**src/rtl/fp_pkg.sv**
```systemverilog
// rtl/fp_pkg.sv - shared floating-point datapath constants and types
package fp_pkg;

  localparam int FP_W           = 32;
  localparam int FP_ADD_LATENCY = 3;
  localparam int FP_SIGN_W      = 1;
  localparam int FP_EXP_W       = 8;
  localparam int FP_MANT_W      = 23;

  typedef struct packed {
    logic                 sign;
    logic [FP_EXP_W-1:0]  exp;
    logic [FP_MANT_W-1:0] mant;
  } fp_word_t;

endpackage

```
**src/rtl/fp_valid_delay.sv**
```systemverilog
// rtl/fp_valid_delay.sv - {valid, tag} shift register mirroring the fp_adder pipeline depth
module fp_valid_delay
  import fp_pkg::*;
#(
  parameter int LATENCY = FP_ADD_LATENCY,
  parameter int TAG_W   = 4,
  parameter int CNT_W   = $clog2(LATENCY + 1)
) (
  input  logic             clk,
  input  logic             rst,
  input  logic             valid_i,
  input  logic [TAG_W-1:0] tag_i,
  output logic             valid_o,
  output logic [TAG_W-1:0] tag_o,
  output logic [CNT_W-1:0] inflight_o
);

  logic [LATENCY-1:0] valid_q;
  logic [TAG_W-1:0]   tag_q [LATENCY];

  always_ff @(posedge clk) begin
    if (rst) begin
      valid_q <= '0;
      for (int i = 0; i < LATENCY; i++) tag_q[i] <= '0;
    end else begin
      valid_q[0] <= valid_i;
      tag_q[0]   <= tag_i;
      for (int i = 1; i < LATENCY; i++) begin
        valid_q[i] <= valid_q[i-1];
        tag_q[i]   <= tag_q[i-1];
      end
    end
  end

  always_comb begin
    inflight_o = '0;
    for (int i = 0; i < LATENCY; i++) inflight_o = inflight_o + CNT_W'(valid_q[i]);
  end

  assign valid_o = valid_q[LATENCY-1];
  assign tag_o   = tag_q[LATENCY-1];

endmodule

```
**src/rtl/fp_result_buffer.sv**
```systemverilog
// rtl/fp_result_buffer.sv - credit-gated result FIFO behind the un-stallable fp_adder
module fp_result_buffer
  import fp_pkg::*;
#(
  parameter int DEPTH   = 8,
  parameter int LATENCY = FP_ADD_LATENCY,
  parameter int TAG_W   = 4
) (
  input  logic                     clk,
  input  logic                     rst,
  input  logic                     in_valid,
  output logic                     in_ready,
  input  logic [TAG_W-1:0]         in_tag,
  input  logic [FP_W-1:0]          add_result,
  output logic                     out_valid,
  input  logic                     out_ready,
  output logic [FP_W-1:0]          out_result,
  output logic [TAG_W-1:0]         out_tag,
  output logic [$clog2(DEPTH):0]   occupancy
);

  localparam int PTR_W = $clog2(DEPTH);
  localparam int OCC_W = PTR_W + 1;
  localparam int INF_W = $clog2(LATENCY + 1);
  localparam int SUM_W = ((OCC_W > INF_W) ? OCC_W : INF_W) + 1;

  logic             accept, pop, wr_en;
  logic [TAG_W-1:0] wr_tag;
  logic [INF_W-1:0] inflight;
  logic [SUM_W-1:0] credit_used;

  logic [FP_W-1:0]  res_mem [DEPTH];
  logic [TAG_W-1:0] tag_mem [DEPTH];
  logic [PTR_W-1:0] wr_ptr_q, wr_ptr_d, rd_ptr_q, rd_ptr_d;
  logic [OCC_W-1:0] occ_q, occ_d;

  fp_valid_delay #(
    .LATENCY (LATENCY),
    .TAG_W   (TAG_W),
    .CNT_W   (INF_W)
  ) u_delay (
    .clk        (clk),
    .rst        (rst),
    .valid_i    (accept),
    .tag_i      (in_tag),
    .valid_o    (wr_en),
    .tag_o      (wr_tag),
    .inflight_o (inflight)
  );

  // Credit counts both stored and in-flight results; a pop only frees credit next cycle.
  assign credit_used = SUM_W'(occ_q) + SUM_W'(inflight);
  assign in_ready    = credit_used < SUM_W'(DEPTH);
  assign accept      = in_valid & in_ready;
  assign out_valid   = (occ_q != '0);
  assign pop         = out_valid & out_ready;

  always_comb begin
    wr_ptr_d = wr_ptr_q + PTR_W'(wr_en);
    rd_ptr_d = rd_ptr_q + PTR_W'(pop);
    occ_d    = occ_q + OCC_W'(wr_en) - OCC_W'(pop);
  end

  always_ff @(posedge clk) begin
    if (rst) begin
      wr_ptr_q <= '0;
      rd_ptr_q <= '0;
      occ_q    <= '0;
    end else begin
      wr_ptr_q <= wr_ptr_d;
      rd_ptr_q <= rd_ptr_d;
      occ_q    <= occ_d;
    end
  end

  always_ff @(posedge clk) begin
    if (!rst && wr_en) begin
      res_mem[wr_ptr_q] <= add_result;
      tag_mem[wr_ptr_q] <= wr_tag;
    end
  end

  // Storage is not cleared on reset, so the head is masked while the FIFO is empty.
  assign out_result = out_valid ? res_mem[rd_ptr_q] : '0;
  assign out_tag    = out_valid ? tag_mem[rd_ptr_q] : '0;
  assign occupancy  = occ_q;

  wr_no_overflow: assert property (@(posedge clk) disable iff (rst)
    !(wr_en && (occ_q == OCC_W'(DEPTH))));

endmodule

```
**config.mk**
```make
export PLATFORM = sky130hd
export DESIGN_NAME = fp_result_buffer
export DESIGN_NICKNAME = d
export VERILOG_FILES = /design/src/rtl/fp_pkg.sv /design/src/rtl/fp_valid_delay.sv /design/src/rtl/fp_result_buffer.sv
export SDC_FILE = /design/constraint.sdc
export NUM_CORES = 1
export LEC_CHECK = 0
export ABC_AREA = 0
export CELL_PAD_IN_SITES_DETAIL_PLACEMENT = 1
export CELL_PAD_IN_SITES_GLOBAL_PLACEMENT = 2
export CORE_MARGIN = 3
export CORE_UTILIZATION = 35
export CTS_BUF_LIST = sky130_fd_sc_hd__clkbuf_8 sky130_fd_sc_hd__clkbuf_16
export DETAILED_ROUTE_END_ITERATION = 16
export PLACE_DENSITY = 0.72
export RECOVER_POWER = 50
export SLEW_MARGIN = 25
export SYNTH_ARGS = -nofsm -noshare
export SYNTH_HDL_FRONTEND = slang
export SYNTH_SLANG_ARGS = --single-unit
```
**constraint.sdc**
```tcl
create_clock -name clk -period 6.3 [get_ports clk]
set_input_delay 0.945 -clock clk [delete_from_list [all_inputs] [get_ports clk]]
set_output_delay 0.945 -clock clk [all_outputs]
set_load 0.1 [all_outputs]
```
## Word-level counts from Yosys, hierarchy flattened

Memories as Yosys holds them, arrays and structs flattened. A register that Yosys moved wholly into a read port is not among the register bits.
Index checks and enable logic that the tools add are counted.

- Divide/modulo/power cells: 0
- Reduce and logical (&&, ||, !) cells: 3
- Add/subtract/negate cells: 7
- Shift-type cells: 0
- Muxes and demuxes: 12
- Equality and inequality tests: 0
- Multiply operators: 0
- Magnitude comparators: 1
- Bitwise gates (word level): 5

Operator list:

| operator | count |
|---|---|
| two-way mux 32 bit | 1 |
| two-way mux 4 bit | 4 |
| adder 3 x 1 -> 3 bit | 2 |
| two-way mux 3 bit | 2 |
| adder 4 x 2 -> 5 bit | 1 |
| < comparator 5 x 4 -> 1 bit, second input constant | 1 |
| two-way mux 1 bit | 5 |
| adder 4 x 1 -> 4 bit | 1 |
| nonzero test 4 bit | 1 |
| subtractor 4 x 1 -> 4 bit | 1 |
| bitwise OR 1 bit | 3 |
| adder 1 x 1 -> 2 bit | 1 |
| adder 2 x 1 -> 2 bit | 1 |
| bitwise AND 1 bit | 2 |
| logical AND 1 bit | 1 |
| logical NOT 1 bit | 1 |

- Memory bits (writable): 300
- ROM bits: 0
- Bits in registers: 13
- Bits in latches: 0
- Logic and storage cells: 35
- Output and inout port bits: 42
- Memories kept: 3

Memory list:

| name | words | bits a word | read ports | clocked after memory_dff | write ports | line | source |
|---|---|---|---|---|---|---|---|
| res_mem | 8 | 32 | 1 | 1 | 1 | fp_result_buffer.sv:32 | `logic [FP_W-1:0] res_mem [DEPTH];` |
| tag_mem | 8 | 4 | 1 | 1 | 1 | fp_result_buffer.sv:33 | `logic [TAG_W-1:0] tag_mem [DEPTH];` |
| u_delay.tag_q | 3 | 4 | 3 | 0 | 3 | fp_valid_delay.sv:19 | `logic [TAG_W-1:0] tag_q [LATENCY];` |

## Depth between registers and ports, before layout

- Depth in word-level cells: 5
- Mapped depth: 11
- Depth with buffers taken out: 11

## By module

Synthesis repeated with hierarchy kept, for this count alone.

- Cell total of the unflattened synthesis: 528
- Area total of the unflattened synthesis: 12022.8 um2

Modules (own cells, without submodules):

| module | times used | cells each | area an instance (um2) |
|---|---|---|---|
| fp_result_buffer | 1 | 492 | 11539.8 |
| fp_valid_delay | 1 | 36 | 483.0 |

## Worst setup path after synthesis

Ideal clock, no wire load.

- Path kind: input -> register
- Start: input rst
- End: memory res_mem[0][0] (enable)
- Arrival time: 3.966 ns
- Setup time: 0.474 ns
- Path slack: 1.860 ns
- Path buffers: 1
- Stages on the path: 3
- Path through: clkbuf_1 or3_1 nor3_1

- Cells in the longest elaborated chain, start to end: 4

Ends and longest elaborated chain:

| element | line | source |
|---|---|---|
| start, declared | fp_result_buffer.sv:10 | `input logic rst,` |
| logical NOT 1 bit | fp_result_buffer.sv:77 | `if (!rst && wr_en) begin` |
| logical AND 1 bit | fp_result_buffer.sv:77 |  |
| two-way mux 1 bit | fp_result_buffer.sv:77 |  |
| two-way mux 1 bit (not written as such) | fp_result_buffer.sv:78 | `res_mem[wr_ptr_q] <= add_result;` |
| end, declared | fp_result_buffer.sv:32 |  |

Every way passes these cells.

## Final worst setup path

- Start: register occ_q[2], in the netlist occupancy[2]
- End: output out_tag[0]

- Cells in the longest elaborated chain, start to end: 2

Ends and longest elaborated chain:

| element | line | source |
|---|---|---|
| start, declared | fp_result_buffer.sv:35 | `logic [OCC_W-1:0] occ_q, occ_d;` |
| start signal, assigned | fp_result_buffer.sv:68 | `occ_q <= '0;` |
| start signal, assigned | fp_result_buffer.sv:72 | `occ_q <= occ_d;` |
| nonzero test 4 bit | fp_result_buffer.sv:55 | `assign out_valid = (occ_q != '0);` |
| two-way mux 4 bit | fp_result_buffer.sv:85 | `assign out_tag = out_valid ? tag_mem[rd_ptr_q] : '0;` |
| end, declared | fp_result_buffer.sv:18 | `output logic [TAG_W-1:0] out_tag,` |

Every way passes these cells.

==> summary.txt <==
post-synth top area share -> 0.7238
area delta synth->final -> 21.53%
Netlist cell types -> 31
Internal -> 4.127 mW
failing checks -> max-capacitance violations, max-slew violations
top area cells in the synthesized netlist -> edfxtp_1 72%, mux4_2 7.4%, mux4_1 7.3%
most frequent cell after synthesis -> edfxtp_1
vias in the first global route -> 6178
Post-Synthesis Cells -> 523
Cell Area, Synth -> 11950 µm²
cts bufs inserted -> 34
mean routed wirelength per cell -> 22.51 µm
via count -> 5479
Synth top cells by count -> 288 x edfxtp_1, 39 x mux4_2, 36 x a22o_1, 33 x mux4_1, 25 x dfxtp_1
post-DP HPWL -> 15010 µm
Yosys reg bits -> 313
MaxCap Viol Count -> 1
Core Region -> 33620 µm²
Cell Area, Placed -> 13450 µm²
final setup vio count -> 0
P per Cell Area -> 459.2 nW/µm²
Via density -> 4.945
async set or reset register ratio after synthesis -> 0
EDFF count, synth -> 288
Tot Pwr -> 6.668 mW
nets -> 687
Top FF cell, synth -> edfxtp_1
Ports -> 82
WP data arrival -> 3.79 ns
Initial Utilization -> 0.3554
Worst setup SP type -> register
PostCTS Resize Cnt -> 0
Gate power share -> 0.361
die area -> 36390 µm²
worst-case clock skew -> 0.01543 ns
Cell Rows -> 67
Setup Buffers After CTS -> 0
final non-filler cell area -> 14520 µm²
P_sw -> 2.542 mW
clock slew seen by the registers of the worst setup and hold paths -> 0.06 ns
WHS -> 0.4384 ns
total routed wirelength -> 24940 µm
# hold bufs at CTS -> 0
worst min path class -> reg -> reg
Final Cycle Share -> 0.7523
dpl cells -> 1045
Final ANT Viol Nets -> 0
fraction of layout cells with a size suffix above 1 -> 0.1758
final core utilization -> 0.4319
Clock Tree Buf Depth -> 3
total global routing overflow -> 0
first-pass GRT wire length -> 37670 µm
Clock Power Share -> 0.284
Yosys top cell by area -> edfxtp_1
CTS H-tree lvls -> 2
worst slew pin tran -> 1.628 ns
Worst Path Required -> 5.35 ns
Seq pwr share -> 0.354
n_diodes -> 0
sequential area share after synthesis -> 0.7657
fmax -> 211.0 MHz
leakage power -> 4.746 nW
antenna violations before repair -> 1
port bufs -> 81
GR Util All Layers -> 0.1381
Max transition margin -> -0.08927
Vert. Die Dim -> 190.8 µm
CTS tree -> yes
Detailed Route Iter0 Violations -> 410
Hold Vio Cnt, Final -> 0
synthesized area per cell -> 22.84 µm²
warnings from Yosys -> 0
kind of critical path -> reg -> out
crit-path max FO -> 19
CTS Sinks -> 313
worst-skew pair later-pin latency -> 0.51 ns
Routability Congestion -> 0.6864
router iterations before antenna repair -> 4
Period minus WS final -> 4.740 ns
Fin Setup TNS -> 0 ns
largest net degree at the start of global routing -> 74
fin cells -> 1108
Max VDD drop -> 0.3229 mV
status -> finished with violations
pre-CTS setup slack -> 2.032 ns
Slew Limit Fails -> 13
final setup margin -> 1.560 ns
Worst Setup End Kind -> output pin
Die W -> 190.8 µm
Sw Ratio -> 0.3812
clock root buffer -> clkbuf_16
syn_nets -> 576
unrepaired setup endpoints after global routing -> no
DRC -> 0
[registers in the layout, indices dropped and copies added, names as in the netlist]
register and count:
occupancy 4, rd_ptr_q 3, res_mem 256, tag_mem 32, u_delay.tag_q 12, u_delay.valid_q 3
wr_ptr_q 3
[metal layers]
layer / up-vias / track usage / share of wire
met1: 2887 / 0.1707 / 0.42
met3: 39 / 0.02776 / 0.044
met2: 113 / 0.2493 / 0.52
li1: 2438 / - / -
met5: - / 0 / 0.00032
met4: 2 / 0.03359 / 0.017
[area by class of cell]
cell class,instances,area (µm²)
multi-input cells,176,2604
repair buffers,101,1090
fillers,3090,19100
clock buffers,34,850.8
inverters,8,30.03
clock inverters,28,229.0
flip-flops and latches,313,9156
well taps,448,560.5
[cells by family after synthesis]
logic type	synth area share
buffers and inverters	0.01990
muxes	0.1470
adders and majority gates	0.01487
xor gates and xnor gates	0.002200
DFF	0.7657
and+or+nand+nor	0.02147
AOI/OAI and AO/OA	0.02880
[critical path: stages, from the launching register on]
cell             delay, ns
dfxtp_1               0.39
inv_1                 0.10
ha_1                  0.21
nor3b_1               0.22
nor2b_4               0.57
buf_4                 0.40
a22o_1                0.24
clkdlybuf4s50_1       1.16
[power by group through the flow]
stage          sequential [mW]  combinational [mW]  clock, mW
3_3_place_gp              2.44                2.40          0
2_1_floorplan             2.43                1.91          0
4_1_cts                   2.39                2.42       1.95
6_report                  2.36                2.41       1.90
5_1_grt                   2.37                2.52       2.04
3_5_place_dp              2.44                2.41          0
[worst paths after layout]
check	end	from	depth (start not counted)	slack, ns
worst max register to register	occupancy[2]$_SDFF_PP0_	occupancy[2]$_SDFF_PP0_	11	3.42
worst min-delay path	u_delay.tag_q[0][7]$_SDFF_PP0_	u_delay.tag_q[0][3]$_SDFF_PP0_	1	0.44
worst max-delay path	out_tag[0]	occupancy[2]$_SDFF_PP0_	7	1.56
worst min register to register	u_delay.tag_q[0][7]$_SDFF_PP0_	u_delay.tag_q[0][3]$_SDFF_PP0_	1	0.44
[placed cells by master (no fill, tap or decap), types with 2 or more instances in the layout]
| master | count |
|---|---|
| bufinv_16 | 3 |
| edfxtp_1 | 288 |
| clkinv_4 | 2 |
| clkbuf_16 | 34 |
| dlygate4sd3_1 | 33 |
| nand2_1 | 2 |
| clkinv_1 | 5 |
| buf_4 | 11 |
| nor2_4 | 4 |
| xnor2_1 | 2 |
| inv_1 | 17 |
| nand2b_1 | 3 |
| a22o_1 | 36 |
| nor2b_1 | 21 |
| inv_6 | 2 |
| buf_12 | 2 |
| mux4_2 | 39 |
| fa_1 | 2 |
| clkinv_2 | 4 |
| clkdlybuf4s50_1 | 48 |
| nor2_1 | 9 |
| nor3_2 | 2 |
| ha_1 | 11 |
| mux4_1 | 33 |
| dfxtp_4 | 2 |
| a21oi_1 | 2 |
| buf_16 | 5 |
| dfxtp_1 | 23 |
| clkinvlp_4 | 2 |
Note: power is estimated with default switching activity, not from simulation.
